===== src/rtl/disp_arbiter.sv =====
// disp_arbiter: round-robin owner of the 16-bit hex display word.
// Four requesters share the display. Each owner keeps it for DWELL cycles,
// a "next" button press advances early, and a dropped request releases it.
// Optional build macro DISP_DEBOUNCE_EN adds a DEB-cycle button debounce
// filter; without it the synchronized button edge is used directly.
module disp_arbiter #(
    parameter int DWELL = 100_000_000,
    parameter int DEB   = 1_000_000
) (
    input  logic        clk,
    input  logic        rst_n,
    input  logic [3:0]  req,
    input  logic [63:0] data_in,
    input  logic        btn_raw,
    output logic [15:0] display,
    output logic [3:0]  grant,
    output logic [1:0]  owner,
    output logic        active
);

    localparam int CNT_W = $clog2(DWELL);

    typedef enum logic {IDLE = 1'b0, SHOW = 1'b1} state_t;

    state_t            state_q, state_d;
    logic [CNT_W-1:0]  cnt_q, cnt_d;
    logic [15:0]       display_q, display_d;
    logic [3:0]        grant_q, grant_d;
    logic [1:0]        owner_q, owner_d;
    logic              active_q, active_d;
    logic              sync1_q, sync2_q, sync3_q;
    logic              press_q;
    logic [2:0]        pick;
    logic              advance;

    // Round-robin search: first requester after 'last', wrapping; 'last'
    // itself is checked last so a sole remaining requester is re-granted.
    // Result is {found, index}.
    function automatic logic [2:0] rr_pick(input logic [1:0] last, input logic [3:0] r);
        logic [2:0] res;
        logic [1:0] idx;
        res = 3'b000;
        for (int k = 4; k >= 1; k--) begin
            idx = last + 2'(k);
            if (r[idx]) begin
                res = {1'b1, idx};
            end
        end
        return res;
    endfunction

    assign pick    = rr_pick(owner_q, req);
    assign advance = (cnt_q == CNT_W'(DWELL - 1)) || press_q || !req[owner_q];

    // Button synchronizer; sync3 holds the previous synchronized level
    always_ff @(posedge clk or negedge rst_n) begin
        if (!rst_n) begin
            sync1_q <= 1'b0;
            sync2_q <= 1'b0;
            sync3_q <= 1'b0;
        end else begin
            sync1_q <= btn_raw;
            sync2_q <= sync1_q;
            sync3_q <= sync2_q;
        end
    end

`ifdef DISP_DEBOUNCE_EN
    localparam int DEB_W = $clog2(DEB);
    logic [DEB_W-1:0] dcnt_q;
    logic             filt_q;

    // Debounce: filtered level follows only after DEB stable cycles; pulse on its rise
    always_ff @(posedge clk or negedge rst_n) begin
        if (!rst_n) begin
            dcnt_q  <= '0;
            filt_q  <= 1'b0;
            press_q <= 1'b0;
        end else begin
            press_q <= 1'b0;
            if (sync2_q != sync3_q) begin
                dcnt_q <= '0;
            end else if (sync2_q != filt_q) begin
                if (dcnt_q == DEB_W'(DEB - 1)) begin
                    filt_q  <= sync2_q;
                    press_q <= sync2_q;
                    dcnt_q  <= '0;
                end else begin
                    dcnt_q <= dcnt_q + 1'b1;
                end
            end else begin
                dcnt_q <= '0;
            end
        end
    end
`else
    // Press pulse on the synchronized level's rising edge
    always_ff @(posedge clk or negedge rst_n) begin
        if (!rst_n) begin
            press_q <= 1'b0;
        end else begin
            press_q <= sync2_q & ~sync3_q;
        end
    end
`endif

    // State and datapath registers
    always_ff @(posedge clk or negedge rst_n) begin
        if (!rst_n) begin
            state_q   <= IDLE;
            cnt_q     <= '0;
            display_q <= 16'h0000;
            grant_q   <= 4'b0000;
            owner_q   <= 2'd3;
            active_q  <= 1'b0;
        end else begin
            state_q   <= state_d;
            cnt_q     <= cnt_d;
            display_q <= display_d;
            grant_q   <= grant_d;
            owner_q   <= owner_d;
            active_q  <= active_d;
        end
    end

    // Next-state logic
    always_comb begin
        state_d = state_q;
        case (state_q)
            IDLE:    if (req != 4'b0000) state_d = SHOW;
            SHOW:    if (advance && req == 4'b0000) state_d = IDLE;
            default: state_d = IDLE;
        endcase
    end

    // Next values of the registered outputs and the dwell counter
    always_comb begin
        cnt_d     = cnt_q;
        display_d = display_q;
        grant_d   = grant_q;
        owner_d   = owner_q;
        active_d  = active_q;
        case (state_q)
            IDLE: begin
                display_d = 16'h0000;
                if (pick[2]) begin
                    owner_d  = pick[1:0];
                    grant_d  = 4'b0001 << pick[1:0];
                    active_d = 1'b1;
                    cnt_d    = '0;
                end
            end
            SHOW: begin
                display_d = data_in[16*owner_q +: 16];
                cnt_d     = cnt_q + 1'b1;
                if (advance) begin
                    cnt_d = '0;
                    if (pick[2]) begin
                        owner_d = pick[1:0];
                        grant_d = 4'b0001 << pick[1:0];
                    end else begin
                        grant_d   = 4'b0000;
                        active_d  = 1'b0;
                        display_d = 16'h0000;
                    end
                end
            end
            default: begin
                grant_d   = 4'b0000;
                active_d  = 1'b0;
                display_d = 16'h0000;
            end
        endcase
    end

    assign display = display_q;
    assign grant   = grant_q;
    assign owner   = owner_q;
    assign active  = active_q;

endmodule


===== config.mk =====
export PLATFORM = sky130hd
export DESIGN_NAME = disp_arbiter
export DESIGN_NICKNAME = d
export VERILOG_FILES = /design/src/rtl/disp_arbiter.sv
export SDC_FILE = /design/constraint.sdc
export NUM_CORES = 1
export LEC_CHECK = 0
export CAP_MARGIN = 20
export CORE_UTILIZATION = 42
export DETAILED_ROUTE_END_ITERATION = 10
export PLACE_DENSITY = 0.74
export REMOVE_ABC_BUFFERS = 1
export SYNTH_ARGS = -nofsm -noshare
export SYNTH_HDL_FRONTEND = slang
export SYNTH_SLANG_ARGS = --single-unit

===== constraint.sdc =====
create_clock -name clk -period 2 [get_ports clk]
set_clock_uncertainty 0.1 [all_clocks]
set_input_delay 0.4 -clock clk [delete_from_list [all_inputs] [get_ports clk]]
set_output_delay 0.4 -clock clk [all_outputs]
set_load 0.02 [all_outputs]

==> results.cfg <==
[yosys]
synth.distinct_cells = 48
synth_largest_type_area_fraction_pct = 44.6
ys_seq_elements = 55
async_reset_ff_share_pct = 100
synth.largest_area_cell = sky130_fd_sc_hd__dfrtp_1
seq_area_frac_synth_pct = 46.3
synthesis.area_um2 = 2980
post_synth_inst_count = 272
synthesis.yosys.warnings = 0
synth-main-ff-cell = sky130_fd_sc_hd__dfrtp_1
synth-edff-count = 0
synth_area_per_cell_um2 = 10.9
synthTopCellsByArea = sky130_fd_sc_hd__dfrtp_1 45%, sky130_fd_sc_hd__mux4_2 13%, sky130_fd_sc_hd__and3_1 4.4%

[place]
dp_hpwl_um = 6650
globalplace.congestion = 0.850
portBuffers = 93

[detailed_routing]
wl_per_cell_um = 17.5
drc = 0
dr.pass1.iters = 4
drtAntennaViolNets = 0
post_drt_via_cell_ratio = 5.72
wl_um = 8890
detailedRoute.firstIterationViolations = 183
dr_total_vias = 2898

[power]
power_density_over_the_cells_nw_per_um2 = 1030
post-layout-total-power_mw = 4.80
p_leak_nw = 1.97
max-vdd-ir-drop_mv = 0.860

[timing]
timing.final.crit_share_pct = 105
hold_slack_ns = 0.272
final_hold_viol_count = 0
relSlewSlack_pct = 65.1
final_max_slew_viol_count = 0
finalSetupViolCount = 23
timing.final.crit_period_ns = 2.11
timing.fmax_mhz = 475
postLayoutSetupSlackWorst_ns = -0.105
setup_repair_after_global_routing_missed_its_margin = true
max_slew.worst_pin.slew_ns = 0.520
timing.setup.tns_ns = -1.02

[global_routing]
track_usage_pct = 25.7
total_global_routing_overflow = 0
vias_in_the_first_global_route = 2984
antenna_found_initial = 0
global_route_wire_length_before_repair_um = 14700
grt_start_max_net_pins = 31

[clock_tree]
clock_latency_ns = 0.31
cts.reportedPaths.clkPinSlew_ns = 0.10
tritoncts = yes
cts_inserted_buffers = 5
cts_max_path_buffers = 2
clock_tree.htree_level_count = 2
numClockSinks = 55
clk_root_buffer_cell = sky130_fd_sc_hd__clkbuf_8

[floorplanning]
coreArea_um2 = 6830
boundaryPins = 94
dieHeight_um = 86.2
floorplan_die_area_um2 = 7420
initial_utilization_pct = 43.6
die_w_um = 86.2
row_count = 30

[worst_setup_path]
crit_path_category = register to register
ff2ff_path_depth = 6
r2r_setup_slack_ns = -0.11
crit_start = cnt_q[9]$_DFFE_PN0P_
cp.arrival_ns = 2.26
worstReg2RegStart = cnt_q[9]$_DFFE_PN0P_
crit_required_ns = 2.15
timing.critical_path.to_type = register
timing.critical_path.from_type = register
worstPathMaxFanout = 7
crit-reg2reg-capture = grant[3]$_DFFE_PN0P_

[layout]
finalNetCount = 482
fillCellCount = 521
diode_insertion_count_for_antenna_repair = 0
multi_input_comb_area_um2 = 1640
seqCellArea_um2 = 1380
drive_above_1_share_pct = 28.0
flow.area_growth_from_synthesis_pct = 56.4

[hold_path]
hold_path.class = register to register
hold_path_end = sync2_q$_DFF_PN0_
worst_hold_path.num_cells = 0
holdCritStartpoint = sync1_q$_DFF_PN0_

[run_status]
run_status = finished, violations left
failed_checks = negative setup slack

[run]
timing.max_cap.violations = 0
[worst max-delay path, stage by stage, from the launching register on]
cell	delay (ns)
sky130_fd_sc_hd__dfrtp_1	0.41
sky130_fd_sc_hd__nor4bb_1	0.37
sky130_fd_sc_hd__and4_2	0.39
sky130_fd_sc_hd__a31oi_2	0.16
sky130_fd_sc_hd__buf_6	0.21
sky130_fd_sc_hd__nor4b_4	0.28
sky130_fd_sc_hd__a21o_1	0.13
[per-stage QoR]
step | instances | util [%] | setup WS, ns | instance area, µm²
5_1_grt | 507 | 68.1 | -0.154 | 4650
6_report | 507 | 68.1 | -0.105 | 4650
4_1_cts | 507 | 67.5 | -0.0627 | 4610
3_5_place_dp | 495 | 64.0 | -0.381 | 4370
3_3_place_gp | 495 | 64.0 | -0.314 | 4370
2_1_floorplan | 253 | - | -0.886 | 2890
[worst max-delay path by stage]
stage	end	slack, ns	cells past startpoint
2_1_floorplan	cnt_q[24]$_DFFE_PN0P_	-0.89	5
4_1_cts	cnt_q[6]$_DFFE_PN0P_	-0.06	6
6_report	grant[3]$_DFFE_PN0P_	-0.11	6
5_1_grt	cnt_q[8]$_DFFE_PN0P_	-0.15	7
3_3_place_gp	cnt_q[22]$_DFFE_PN0P_	-0.31	6
3_5_place_dp	cnt_q[22]$_DFFE_PN0P_	-0.38	6
[flip-flops by register name (all words and copies together) (netlist names)]
signal / flops
cnt_q: 27
display: 16
grant: 4
owner: 2
active: 1
press_q: 1
state_q: 1
sync1_q: 1
sync2_q: 1
sync3_q: 1
[kinds of logic after synthesis]
group | share of synthesized area (%)
AND/OR/NAND/NOR | 19.1
AO/OA/AOI/OAI | 16.9
multiplexers | 13.6
flip-flops | 46.3
adder cells (fa/ha/maj) | 0.420
buffers and inverters | 3.62
[per-layer routing]
layer,wire (µm),GRT usage (%),share of wire [%]
met1,3630,33.4,41
met2,4810,45.7,54
met3,316,3.18,3.6
met4,130,6.21,1.5
met5,0,0,0
[placed cells by master (no fill, tap or decap), drive strengths merged, types with 12 or more instances in the layout]
| cell type | n |
|---|---|
| a21oi | 12 |
| a31oi | 20 |
| and3 | 21 |
| buf | 56 |
| clkdlybuf4s50 | 88 |
| dfrtp | 53 |
| mux4 | 17 |
| nand2 | 21 |
| nand3 | 12 |
| o21ai | 14 |
[final cells by class]
type	instances	area share (%)
Clock buffer	5	1.48
Sequential cell	55	29.6
Clock inverter	3	0.323
Tap cell	96	2.58
Inverter	6	0.484
Multi-Input combinational cell	193	35.3
Timing Repair Buffer	149	30.2
[Yosys cell counts, drive strengths merged, types with 2 or more instances]
master  number
dfrtp       53
and3        21
nand2       21
a31oi       20
mux4        17
o21ai       14
a21oi       12
nand3       12
clkbuf      11
nor2         9
nor3         9
a41oi        8
buf          8
a22o         6
inv          6
nand2b       6
a21o         4
a31o         4
nor4         4
nand4        3
and2         2
dfstp        2
nor2b        2
o31ai        2
or3          2
[what timing repair did]
| item | CTS | global route |
|---|---|---|
| setup buffers | 1 | 0 |
| gates resized for setup | 29 | 12 |
| endpoints found under the setup margin | 39 | 33 |
| hold endpoints to repair | 19 | 0 |
| hold buffers | 1 | 0 |
| pin swaps | 11 | 0 |
| gates cloned | 2 | 0 |
[power breakdown]
part / switching [mW] / internal (mW)
Sequential: 0.138 / 1.39
Clock: 0.361 / 0.241
Combinational: 1.22 / 1.45
Power figures use the tool's default switching activity.
